$ cat config.mk
export PLATFORM = sky130hd
export DESIGN_NAME = usb_unstuffer_param
export DESIGN_NICKNAME = d
export VERILOG_FILES = /design/src/rtl/usb_unstuffer_param.sv
export SDC_FILE = /design/constraint.sdc
export NUM_CORES = 1
export LEC_CHECK = 0
export ABC_AREA = 1
export BUFFER_PORTS_ARGS = -buffer_cell sky130_fd_sc_hd__buf_2
export CORE_MARGIN = 5
export CORE_UTILIZATION = 52
export DETAILED_ROUTE_END_ITERATION = 6
export GPL_TIMING_DRIVEN = 0
export PLACE_DENSITY = 0.76
export SKIP_LAST_GASP = 1
export SYNTH_ARGS = -nofsm -noshare
export SYNTH_HDL_FRONTEND = slang
export SYNTH_SLANG_ARGS = --single-unit
$ cat constraint.sdc
create_clock -name clk -period 1.3 [get_ports clk]
set_clock_uncertainty 0.05 [all_clocks]
set_input_delay 0.26 -clock clk [delete_from_list [all_inputs] [get_ports clk]]
set_output_delay 0.26 -clock clk [all_outputs]
set_load 0.005 [all_outputs]
$ cat src/rtl/usb_unstuffer_param.sv
// usb_unstuffer_param: USB receive-path bit unstuffer with configurable run
// length, stuff polarity and leading skip window. Drops the stuff bit that
// follows RUN_LEN consecutive STUFF_VAL bits, flags stuff violations, counts
// removed bits per packet and offers a runtime bypass. All outputs are
// registered with exactly one cycle of latency.
module usb_unstuffer_param #(
  parameter int RUN_LEN   = 6,
  parameter bit STUFF_VAL = 1'b1,
  parameter int SKIP_BITS = 0,
  parameter int CNT_W     = 8
) (
  input  logic             clk,
  input  logic             rst,
  input  logic             en,
  input  logic             bstr_in,
  input  logic             bstr_in_avail,
  input  logic             in_done,
  output logic             bstr_out,
  output logic             bstr_out_avail,
  output logic             out_done,
  output logic             stuff_err,
  output logic [CNT_W-1:0] stuffed_cnt
);

  localparam int DEPTH_W = (SKIP_BITS > 0) ? $clog2(SKIP_BITS + 1) : 1;
  localparam int RUN_W   = $clog2(RUN_LEN + 1);

  localparam logic [RUN_W-1:0] RUN_TOP = RUN_W'(RUN_LEN - 1);
  localparam logic [CNT_W-1:0] CNT_MAX = '1;

  // IDLE: no packet; COUNT: counting runs; STUFF: next valid bit is a stuff slot
  localparam logic [1:0] S_IDLE  = 2'd0;
  localparam logic [1:0] S_COUNT = 2'd1;
  localparam logic [1:0] S_STUFF = 2'd2;

  logic [1:0]         r_state;
  logic [DEPTH_W-1:0] r_depth;
  logic [RUN_W-1:0]   r_run;
  logic [CNT_W-1:0]   r_cnt;
  logic               r_out;
  logic               r_out_avail;
  logic               r_out_done;
  logic               r_err;

  logic [1:0]         w_state_nx;
  logic [DEPTH_W-1:0] w_depth_nx;
  logic [RUN_W-1:0]   w_run_nx;
  logic [CNT_W-1:0]   w_cnt_nx;
  logic               w_drop;
  logic               w_err;
  logic               w_in_skip;

  function automatic logic [CNT_W-1:0] sat_inc(input logic [CNT_W-1:0] v);
    return (v == CNT_MAX) ? v : v + 1'b1;
  endfunction

  // The skip window only exists when SKIP_BITS is non-zero; depth saturates
  // at SKIP_BITS, so inequality is enough to detect "still inside the window".
  generate
    if (SKIP_BITS == 0) begin : g_no_skip
      assign w_in_skip = 1'b0;
    end else begin : g_skip
      assign w_in_skip = (r_depth != DEPTH_W'(SKIP_BITS));
    end
  endgenerate

  // Next-state decode for the current input bit, then end-of-packet clearing
  always_comb begin
    w_state_nx = r_state;
    w_depth_nx = r_depth;
    w_run_nx   = r_run;
    w_cnt_nx   = r_cnt;
    w_drop     = 1'b0;
    w_err      = 1'b0;
    if (bstr_in_avail) begin
      // A new packet restarts the removed-bit count, except in bypass where
      // the count is frozen.
      if (r_state == S_IDLE && en) begin
        w_cnt_nx = '0;
      end
      if (!en) begin
        w_state_nx = S_COUNT;
        w_depth_nx = '0;
        w_run_nx   = '0;
      end else if (r_state == S_STUFF) begin
        w_drop     = 1'b1;
        w_err      = (bstr_in == STUFF_VAL);
        w_cnt_nx   = sat_inc(w_cnt_nx);
        w_state_nx = S_COUNT;
        w_run_nx   = '0;
      end else begin
        w_state_nx = S_COUNT;
        if (w_in_skip) begin
          w_depth_nx = r_depth + 1'b1;
        end else if (bstr_in == STUFF_VAL) begin
          if (r_run == RUN_TOP) begin
            w_state_nx = S_STUFF;
            w_run_nx   = '0;
          end else begin
            w_run_nx = r_run + 1'b1;
          end
        end else begin
          w_run_nx = '0;
        end
      end
    end
    // End of packet wins over everything above; a pending stuff slot is
    // simply forgotten.
    if (in_done) begin
      w_state_nx = S_IDLE;
      w_depth_nx = '0;
      w_run_nx   = '0;
    end
  end

  // State and registered outputs; bstr_out only follows forwarded bits
  always_ff @(posedge clk) begin
    if (rst) begin
      r_state     <= S_IDLE;
      r_depth     <= '0;
      r_run       <= '0;
      r_cnt       <= '0;
      r_out       <= 1'b0;
      r_out_avail <= 1'b0;
      r_out_done  <= 1'b0;
      r_err       <= 1'b0;
    end else begin
      r_state     <= w_state_nx;
      r_depth     <= w_depth_nx;
      r_run       <= w_run_nx;
      r_cnt       <= w_cnt_nx;
      r_out_avail <= bstr_in_avail && !w_drop;
      r_out_done  <= in_done;
      r_err       <= w_err;
      if (bstr_in_avail && !w_drop) begin
        r_out <= bstr_in;
      end
    end
  end

  assign bstr_out       = r_out;
  assign bstr_out_avail = r_out_avail;
  assign out_done       = r_out_done;
  assign stuff_err      = r_err;
  assign stuffed_cnt    = r_cnt;

endmodule
==> results of run 1 <==
flip-flops by register name (all words and copies together), names as in the netlist:
| register | cells |
|---|---|
| stuffed_cnt | 8 |
| r_run | 3 |
| r_state | 2 |
| bstr_out | 1 |
| bstr_out_avail | 1 |
| out_done | 1 |
| stuff_err | 1 |
repair_timing:
| action | CTS | global route |
|---|---|---|
| resized for setup | 6 | 12 |
| endpoints found under the setup margin | 6 | 9 |
| hold buffers | 0 | 0 |
| pin swaps | 7 | 13 |
| setup buffers | 5 | 2 |
final cells by class:
type	instances	area (um2)	share of cell area
Sequential cell	17	347.8	0.3062
Clock buffer	3	22.52	0.01982
Timing Repair Buffer	22	135.1	0.1189
Tap cell	17	21.27	0.01872
Multi-Input combinational cell	91	524.3	0.4615
Clock inverter	1	5.005	0.004405
Buffer	2	8.758	0.007709
Inverter	19	71.32	0.06278
logic make-up (layout without fill, tap and decap cells):
kind of cell,after synthesis,after routing
AO/OA/AOI/OAI,17,17
buffers and inverters,21,47
flip-flops,17,17
AND/OR/NAND/NOR,74,74
power breakdown:
group,internal [mW],total (mW),switching [mW]
combinational,0.0401,0.103,0.0625
sequential,0.529,0.538,0.00896
clock,0.115,0.283,0.168
layout by cell type (no fill, tap or decap), drive strengths merged:
cell type | netlist | final
nand2 | 37 | 37
buf | 1 | 23
inv | 19 | 19
dfxtp | 17 | 17
nor2 | 16 | 16
a21oi | 12 | 12
nand3 | 12 | 12
clkbuf | 1 | 4
o21ai | 3 | 3
nand4 | 3 | 3
nor3 | 3 | 3
nand3b | 2 | 2
a31oi | 2 | 2
and3 | 1 | 1
clkinv | 0 | 1
worst max-delay path, delay by kind of cell (launching register included):
| kind | cells | cell delay (ns) |
|---|---|---|
| compound gates | 1 | 0.04 |
| buf+inv | 1 | 0.07 |
| flops | 1 | 0.35 |
| simple gates | 6 | 0.75 |
layer usage:
| metal | routed length (um) | GRT usage | vias up |
|---|---|---|---|
| met2 | 899 | 0.2203 | 25 |
| met1 | 967 | 0.2345 | 409 |
| li1 | - | - | 468 |
| met4 | 43 | 0.09170 | 0 |
| met3 | 124 | 0.03152 | 5 |
| met5 | 0 | 0 | - |
worst max-delay path by stage:
stage / start / to / slack [ns] / cells after the start
floorplan: r_state[1]$_SDFFE_PP0P_ / stuffed_cnt[5]$_SDFFE_PP0P_ / 0.08 / 9
CTS: stuffed_cnt[5]$_SDFFE_PP0P_ / stuffed_cnt[3]$_SDFFE_PP0P_ / -0.02 / 8
global placement: en / stuffed_cnt[5]$_SDFFE_PP0P_ / -0.05 / 8
detailed placement: en / stuffed_cnt[5]$_SDFFE_PP0P_ / -0.07 / 8
finish: r_state[0]$_SDFFE_PP0P_ / stuffed_cnt[3]$_SDFFE_PP0P_ / -0.07 / 8
global route: r_state[1]$_SDFFE_PP0P_ / stuffed_cnt[3]$_SDFFE_PP0P_ / -0.16 / 8
==> impl_metrics.csv, run 1 <==
group,metric,value,unit
placed_design,place.gp.congestion,0.8576,
routing,vias,907,
final_layout,post-route-util,0.6726,
yosys,synthTopCellsByArea,"dfxtp_1, nand2_1, a21oi_1, inv_1, nand3_1",
yosys,synth_xor_area_frac,0,
power_and_ir_drop,leakage,0.5410,nW
setup_path,r2r_end,"stuffed_cnt[3]$_SDFFE_PP0P_",
floorplan,dieHeight,51.54,um
power_and_ir_drop,total_power,0.9236,mW
global_route,grt_overflow_total,0,
clock_network,clockBufferDepth,2,
final_layout,syn_to_final_growth,26.64,%
routing,viasPerCell,5.273,
yosys,synthMuxAreaShare,0,
yosys,ys_seq_elements,17,
yosys,synth_edf_count,0,
floorplan,fp.dieW,51.54,um
setup_path,crit_fanout,4,
yosys,synth_cell_types,23,
placed_design,placement.io_buffers,15,
global_route,grt_max_degree,11,
timing,rsz0062_at_grt,"true",
routing,dr.pass1.iters,4,
floorplan,design.die.area,2656,um2
placed_design,dpl.hpwl,1.420,mm
global_route,first_global_vias,748,
setup_path,timing_worst_setup_path_type,"reg2reg",
clock_network,insertion_delay,0.29,ns
min_path,hp-class,"in2reg",
power_and_ir_drop,p_per_area,813.0,nW/um2
timing,finalCritPeriodShare,1.053,
global_route,antenna_found_initial,0,
yosys,netlist_area,897.1,um2
timing,final-setup-viol-count,4,
yosys,synth.avg_cell_area,6.954,um2
floorplan,ios,18,
final_layout,drive_gt1_frac,0.3419,
yosys,netlist_top_cells_count,"nand2_1, dfxtp_1, inv_1",
yosys,synthSimpleGateAreaFrac,0.4338,
setup_path,startpoint_type,"flop",
yosys,synth_most_common_cell,"nand2_1",
final_layout,antenna_cells,0,
yosys,yosys.area_share.adder,0,
routing,drtIter0Drc,19,
status,violations,"setup timing",
routing,ant_nets,0,
yosys,yosysTopAreaCell,"dfxtp_1",
power_and_ir_drop,ir_worst_vdd,733.9,uV
clock_network,numCtsBuffers,3,
yosys,yosysWarnings,0,
final_layout,fillerInstances,148,
yosys,synth_flop_cell,"dfxtp_1",
min_path,hold_path_end,"out_done$_SDFF_PP0_",
status,status,"finished, violations left",
setup_path,slowest_delay,0.35,ns
timing,tns,-0.1936,ns
setup_path,slowest_stage,"dfxtp_2",
timing,hold_viol,0,
timing,min_period,1.369,ns
setup_path,r2r_setup_slack,-0.07,ns
final_layout,layout.cells.non_filler,172,
yosys,async_flop_share,0,
floorplan,initial_utilization,0.5311,
routing,drc_errors,0,
placed_design,place_area,993.5,um2
timing,fin_ws,-0.06920,ns
clock_network,cts_root_buf,"clkbuf_4",
routing,routedWlPerCell,11.83,um
yosys,syn_inst,129,
final_layout,fin_area,1136,um2
timing,maxSlewHeadroom,0.6961,
clock_network,htreeDepth,1,
final_layout,fin_nets,162,
flow_run,cap_violations,0,
setup_path,cp_cell_sequence,"inv_2 -> nand2_4 -> nor2_4 -> nand2_2 -> nor3_4 -> nand3b_1 -> nand2_1 -> a21oi_2",
global_route,grt_pass1_wl,3.263,mm
yosys,synth_top_family_by_area,"simple AND/OR/NAND/NOR gates",
setup_path,cp.arrival,1.51,ns
clock_network,clkTransAtPathRegs,0.10,ns
min_path,whs_path_depth,3,
min_path,hold_start,"in_done",
setup_path,required,1.45,ns
global_route,track_usage,0.1619,
placed_design,pre_cts_ws,-0.07031,ns
yosys,syn-num-nets,135,
placed_design,dp.cells,161,
setup_path,reg2regPathDepth,8,
floorplan,rows,15,
clock_network,cts_tree,"yes",
timing,max_freq,730.4,MHz
clock_network,cts.sinks,17,
yosys,yosysTopAreaCellShare,0.3794,
floorplan,core,1689,um2
timing,maxSlewViolCount,0,
timing,timing.hold.ws,0.1219,ns
yosys,synth-compound-area-share,0.09763,
timing,worst_pin_slew,0.4559,ns
setup_path,endpoint_kind,"flop",
yosys,yosysSeqAreaShare,0.3794,
setup_path,rr_startpoint,"r_state[0]$_SDFFE_PP0P_",
routing,wl,2.034,mm
Note: power is estimated with default switching activity, not from simulation.
==> inputs of run 2 (changes only) <==
- CORE_UTILIZATION: 52 -> 55
- PLACE_DENSITY: 0.76 -> 0.8
- RECOVER_POWER: unset -> 50
- clock period: 1.3 -> 1.6 ns (I/O delays scaled with it)
==> run 2 against run 1 <==
The run now ends clean. Cell count shrank 4.7%. Total power shrank 20%. Global-route usage decreased by 0.11 points. Highest routed layer unchanged. First-iteration DRC count rose by 21%. Critical endpoint is now stuffed_cnt[5]$_SDFFE_PP0P_. Register-to-register slack gained 0.25 ns. Die area fell by 4.4%. Via count is 6.9% lower. Maximum frequency decreased by 3.4%.
==> impl_metrics.csv, run 2 (synthesized netlist as in run 1, its figures left out) <==
group,metric,value,unit
routing,dr.pass1.iters,4,
routing,drtIter0Drc,23,
setup_path,cp.arrival,1.60,ns
clock_network,hold_buffers,0,
final_layout,fin_nets,155,
final_layout,final_common_cell,"nand2_1",
placed_design,dp.cells,160,
setup_path,cpMostUsedCell,"nand2_1",
setup_path,slowest_delay,0.32,ns
global_route,track_usage,0.1608,
setup_path,startpoint_type,"flop",
floorplan,rows,14,
timing,timing.hold.ws,0.1974,ns
clock_network,insertion_delay,0.29,ns
global_route,grt_overflow_total,0,
final_layout,mostFrequentLayoutCells,"nand2_1, dfxtp_1, inv_1",
routing,vias,844,
power_and_ir_drop,p_per_area,727.9,nW/um2
clock_network,ctsResizeCount,0,
timing,maxSlewViolCount,0,
setup_path,r2r_end,"stuffed_cnt[5]$_SDFFE_PP0P_",
setup_path,endpoint_kind,"flop",
clock_network,clockBufferDepth,2,
min_path,hp-class,"in2reg",
clock_network,clkTransAtPathRegs,0.10,ns
floorplan,initial_utilization,0.5887,
final_layout,fin_area,1011,um2
clock_network,numCtsBuffers,3,
setup_path,rr_startpoint,"r_state[0]$_SDFFE_PP0P_",
global_route,first_global_vias,796,
floorplan,fp.dieW,50.39,um
global_route,grt_max_degree,11,
setup_path,cp_cell_sequence,"inv_1 -> nand2_1 -> nor2_4 -> nand2_2 -> nor3_4 -> nand3_2 -> nand2_1 -> nand2_1 -> nor2_2",
final_layout,post-route-util,0.6634,
timing,hold_viol,0,
floorplan,design.die.area,2539,um2
clock_network,cts.sinks,17,
setup_path,r2r_setup_slack,0.18,ns
timing,maxSlewHeadroom,0.6907,
timing,final-setup-viol-count,0,
global_route,antenna_found_initial,0,
power_and_ir_drop,ir_worst_vdd,461.9,uV
timing,max_freq,705.6,MHz
placed_design,placement.io_buffers,15,
setup_path,timing_worst_setup_path_type,"reg2reg",
routing,wl,1.866,mm
final_layout,largest_reg_flops,8,
clock_network,htreeDepth,1,
setup_path,setup.worst_path.end,"stuffed_cnt[5]$_SDFFE_PP0P_",
setup_path,crit_path_start,"r_state[0]$_SDFFE_PP0P_",
timing,rsz0062_at_grt,"false",
floorplan,core,1524,um2
placed_design,place_area,992.2,um2
setup_path,reg2regPathDepth,9,
routing,drc_errors,0,
final_layout,drive_gt1_frac,0.1959,
setup_path,cp_num_cells,9,
timing,fin_ws,0.1827,ns
routing,ant_nets,0,
floorplan,ios,18,
final_layout,fillerInstances,141,
setup_path,slowest_stage,"dfxtp_1",
placed_design,dpl.hpwl,1.418,mm
power_and_ir_drop,leakage,0.4868,nW
placed_design,pre_cts_ws,0.2066,ns
final_layout,antenna_cells,0,
global_route,grt_pass1_wl,3.270,mm
final_layout,layout.cells.non_filler,164,
floorplan,dieHeight,50.39,um
clock_network,cts_tree,"yes",
routing,viasPerCell,5.146,
timing,finalCritPeriodShare,0.8858,
placed_design,place.gp.congestion,0.8898,
timing,min_period,1.417,ns
setup_path,path_delay_family,"simple AND/OR/NAND/NOR gates",
setup_path,required,1.78,ns
routing,routedWlPerCell,11.38,um
power_and_ir_drop,total_power,0.7359,mW
clock_network,post-cts-setup-buffers,0,
setup_path,cp.buffers_inverters,1,
clock_network,cts_root_buf,"clkbuf_4",
final_layout,syn_to_final_growth,12.69,%
timing,worst_pin_slew,0.4639,ns
setup_path,crit_fanout,4,
flow_run,cap_violations,0,
timing,tns,0,ns
status,status,"finished, final reports clean",
## run 2: changes by cell type in the layout (fill, tap and decap cells not counted), moves of 2 or more
cell      before  now
clkbuf_1       1    6
nor2_4         4    2
buf_6          2    0
dfxtp_2        3    0
buf_2         16   12
buf_4          5    0
nor2_1        10   12
dfxtp_1       13   17
## run 2: area by class of cell
cell class | count | area, um2 | share of cell area
Buffer | 2 | 8.758 | 0.008663
Multi-Input combinational cell | 91 | 474.2 | 0.4691
Sequential cell | 17 | 340.3 | 0.3366
Timing Repair Buffer | 15 | 70.07 | 0.06931
Inverter | 19 | 71.32 | 0.07054
Tap cell | 16 | 20.02 | 0.01980
Clock buffer | 4 | 26.28 | 0.02599
## run 2: worst register-to-register path, stage by stage (launching register included)
cell and delay (ns):
dfxtp_1 0.32, inv_1 0.06, nand2_1 0.13, nor2_4 0.16, nand2_2 0.08, nor3_4 0.24, nand3_2 0.12, nand2_1 0.07
nand2_1 0.05, nor2_2 0.07
## run 2: how the worst min path moves through the flow
| stage | startpoint | end | slack (ns) | cells past startpoint |
|---|---|---|---|---|
| floorplan | in_done | out_done$_SDFF_PP0_ | 0.38 | 2 |
| global placement | bstr_out$_SDFFE_PP0P_ | bstr_out$_SDFFE_PP0P_ | 0.40 | 2 |
| detailed placement | r_run[0]$_SDFFE_PP0P_ | r_run[0]$_SDFFE_PP0P_ | 0.41 | 2 |
| CTS | in_done | out_done$_SDFF_PP0_ | 0.20 | 3 |
| global route | in_done | out_done$_SDFF_PP0_ | 0.20 | 3 |
| finish | in_done | out_done$_SDFF_PP0_ | 0.20 | 3 |
## run 2: power breakdown
part	internal [mW]	total [mW]	switching (mW)
sequential	0.432	0.438	0.00605
clock	0.0970	0.233	0.136
combinational	0.0209	0.0653	0.0444
## run 2: routing by layer
layer / part of all wire / vias up / GRT usage
met3: 0.054 / 4 / 0.04142
met1: 0.47 / 374 / 0.2036
met5: 0 / - / 0
li1: - / 447 / -
met2: 0.46 / 19 / 0.2594
met4: 0.012 / 0 / 0.06383
==> inputs of run 3 (changes only) <==
- CELL_PAD_IN_SITES_DETAIL_PLACEMENT: unset -> 0
- CELL_PAD_IN_SITES_GLOBAL_PLACEMENT: unset -> 1
- CORE_UTILIZATION: 55 -> 40
- PLACE_DENSITY: 0.8 -> unset
- PLACE_DENSITY_LB_ADDON: unset -> 0.1
==> run 3 against run 2 <==
Cell count grew 7.3%. Worst hold slack lost 0.018 ns. Global-route usage shrank 2.8 points. Highest routed layer unchanged. Sequential power is essentially flat. Total power shrank 0.24%. Critical endpoint unchanged. Worst setup slack gained 0.027 ns. Non-clock buffer count is the same.
==> impl_metrics.csv, run 3 (synthesized netlist as in run 1, its figures left out) <==
group,metric,value,unit
floorplan,core,2170,um2
floorplan,ios,18,
routing,viasPerCell,4.966,
global_route,track_usage,0.1326,
timing,tns,0,ns
setup_path,r2r_end,"stuffed_cnt[5]$_SDFFE_PP0P_",
clock_network,cts_tree,"yes",
floorplan,fp.dieW,57.36,um
floorplan,rows,17,
clock_network,clockBufferDepth,2,
setup_path,cp_cell_sequence,"inv_1 -> nand2_1 -> nor2_4 -> nand2_2 -> nor3_4 -> nand4_1 -> nand2_1 -> nor2_2",
routing,vias,874,
timing,rsz0062_at_grt,"false",
clock_network,cts.sinks,17,
setup_path,crit_path_start,"r_state[0]$_SDFFE_PP0P_",
final_layout,antenna_cells,0,
power_and_ir_drop,ir_worst_vdd,421.2,uV
clock_network,clkTransAtPathRegs,0.11,ns
clock_network,hold_buffers,0,
routing,drc_errors,0,
setup_path,required,1.73,ns
clock_network,cts_root_buf,"clkbuf_4",
setup_path,r2r_setup_slack,0.21,ns
clock_network,post-cts-setup-buffers,0,
final_layout,post-route-util,0.4746,
placed_design,place.gp.congestion,0.7016,
final_layout,largest_reg_flops,8,
clock_network,htreeDepth,1,
timing,finalCritPeriodShare,0.8689,
timing,final-setup-viol-count,0,
min_path,whs_path_depth,3,
setup_path,endpoint_kind,"flop",
timing,timing.hold.ws,0.1791,ns
global_route,grt_pass1_wl,3.443,mm
setup_path,crit_fanout,4,
clock_network,ctsResizeCount,0,
power_and_ir_drop,leakage,0.4967,nW
timing,hold_viol,0,
global_route,antenna_found_initial,0,
floorplan,design.die.area,3290,um2
setup_path,rr_startpoint,"r_state[0]$_SDFFE_PP0P_",
final_layout,final_common_cell,"nand2_1",
power_and_ir_drop,total_power,0.7341,mW
setup_path,cpMostUsedCell,"nand2_1",
setup_path,slowest_stage,"dfxtp_1",
placed_design,dpl.hpwl,1.561,mm
power_and_ir_drop,p_per_area,712.9,nW/um2
setup_path,setup.worst_path.end,"stuffed_cnt[5]$_SDFFE_PP0P_",
timing,min_period,1.390,ns
timing,max_freq,719.3,MHz
timing,maxSlewHeadroom,0.6829,
setup_path,startpoint_type,"flop",
timing,worst_pin_slew,0.4756,ns
setup_path,slowest_delay,0.32,ns
routing,dr.pass1.iters,4,
final_layout,fin_nets,155,
final_layout,syn_to_final_growth,14.78,%
status,status,"finished, final reports clean",
flow_run,cap_violations,0,
global_route,first_global_vias,825,
clock_network,insertion_delay,0.29,ns
placed_design,placement.io_buffers,15,
clock_network,numCtsBuffers,3,
floorplan,initial_utilization,0.4135,
routing,wl,1.986,mm
setup_path,cp.arrival,1.52,ns
setup_path,timing_worst_setup_path_type,"reg2reg",
global_route,grt_max_degree,11,
min_path,hp-class,"in2reg",
routing,drtIter0Drc,21,
final_layout,drive_gt1_frac,0.2162,
timing,maxSlewViolCount,0,
final_layout,fillerInstances,246,
final_layout,mostFrequentLayoutCells,"nand2_1, dfxtp_1, inv_1, buf_2",
routing,routedWlPerCell,11.28,um
setup_path,reg2regPathDepth,8,
global_route,grt_overflow_total,0,
routing,ant_nets,0,
floorplan,dieHeight,57.36,um
-- run 3: cell types whose count changed in the layout (fill, tap and decap cells not counted) --
cell,change
buf_2,+2
clkbuf_1,-3
clkinv_2,+1
-- run 3: power by group --
part	internal (mW)	switching (mW)
combinational	0.0216	0.0445
sequential	0.432	0.00624
clock	0.0929	0.137
-- run 3: worst max-delay path: cells and delay by family, from the launching register on --
| kind | cells | cell delay [ns] |
|---|---|---|
| and+or+nand+nor | 7 | 0.86 |
| buffers and inverters | 1 | 0.06 |
| DFF | 1 | 0.32 |
-- run 3: worst min-delay path by stage --
stage / startpoint / to
6_report: in_done / out_done$_SDFF_PP0_
3_3_place_gp: bstr_out$_SDFFE_PP0P_ / bstr_out$_SDFFE_PP0P_
2_1_floorplan: in_done / out_done$_SDFF_PP0_
4_1_cts: in_done / out_done$_SDFF_PP0_
5_1_grt: in_done / out_done$_SDFF_PP0_
3_5_place_dp: bstr_out$_SDFFE_PP0P_ / bstr_out$_SDFFE_PP0P_
-- run 3: area by class of cell --
| cell class | count | area [um2] | share of cell area |
|---|---|---|---|
| sequential | 17 | 340.3 | 0.3305 |
| clock inverter | 1 | 5.005 | 0.004860 |
| buffer | 2 | 8.758 | 0.008505 |
| tap | 28 | 35.03 | 0.03402 |
| multi-input combinational | 91 | 474.2 | 0.4605 |
| clock buffer | 3 | 22.52 | 0.02187 |
| timing repair buffer | 15 | 72.57 | 0.07047 |
| inverter | 19 | 71.32 | 0.06926 |
-- run 3: per-stage QoR --
step | instance area [um2] | cells | setup slack [ns]
floorplan | 897.1 | 129 | 0.3794
global placement | 1007 | 172 | 0.1954
detailed placement | 1007 | 172 | 0.1859
CTS | 1035 | 176 | 0.2363
global route | 1030 | 176 | 0.03378
finish | 1030 | 176 | 0.2097
-- run 3: metal layers --
metal,wire [um],GRT usage,vias up
met2,997,0.2403,13
met1,856,0.1438,405
met5,0,0,-
met4,38,0.06954,0
li1,-,-,452
met3,94,0.02489,4
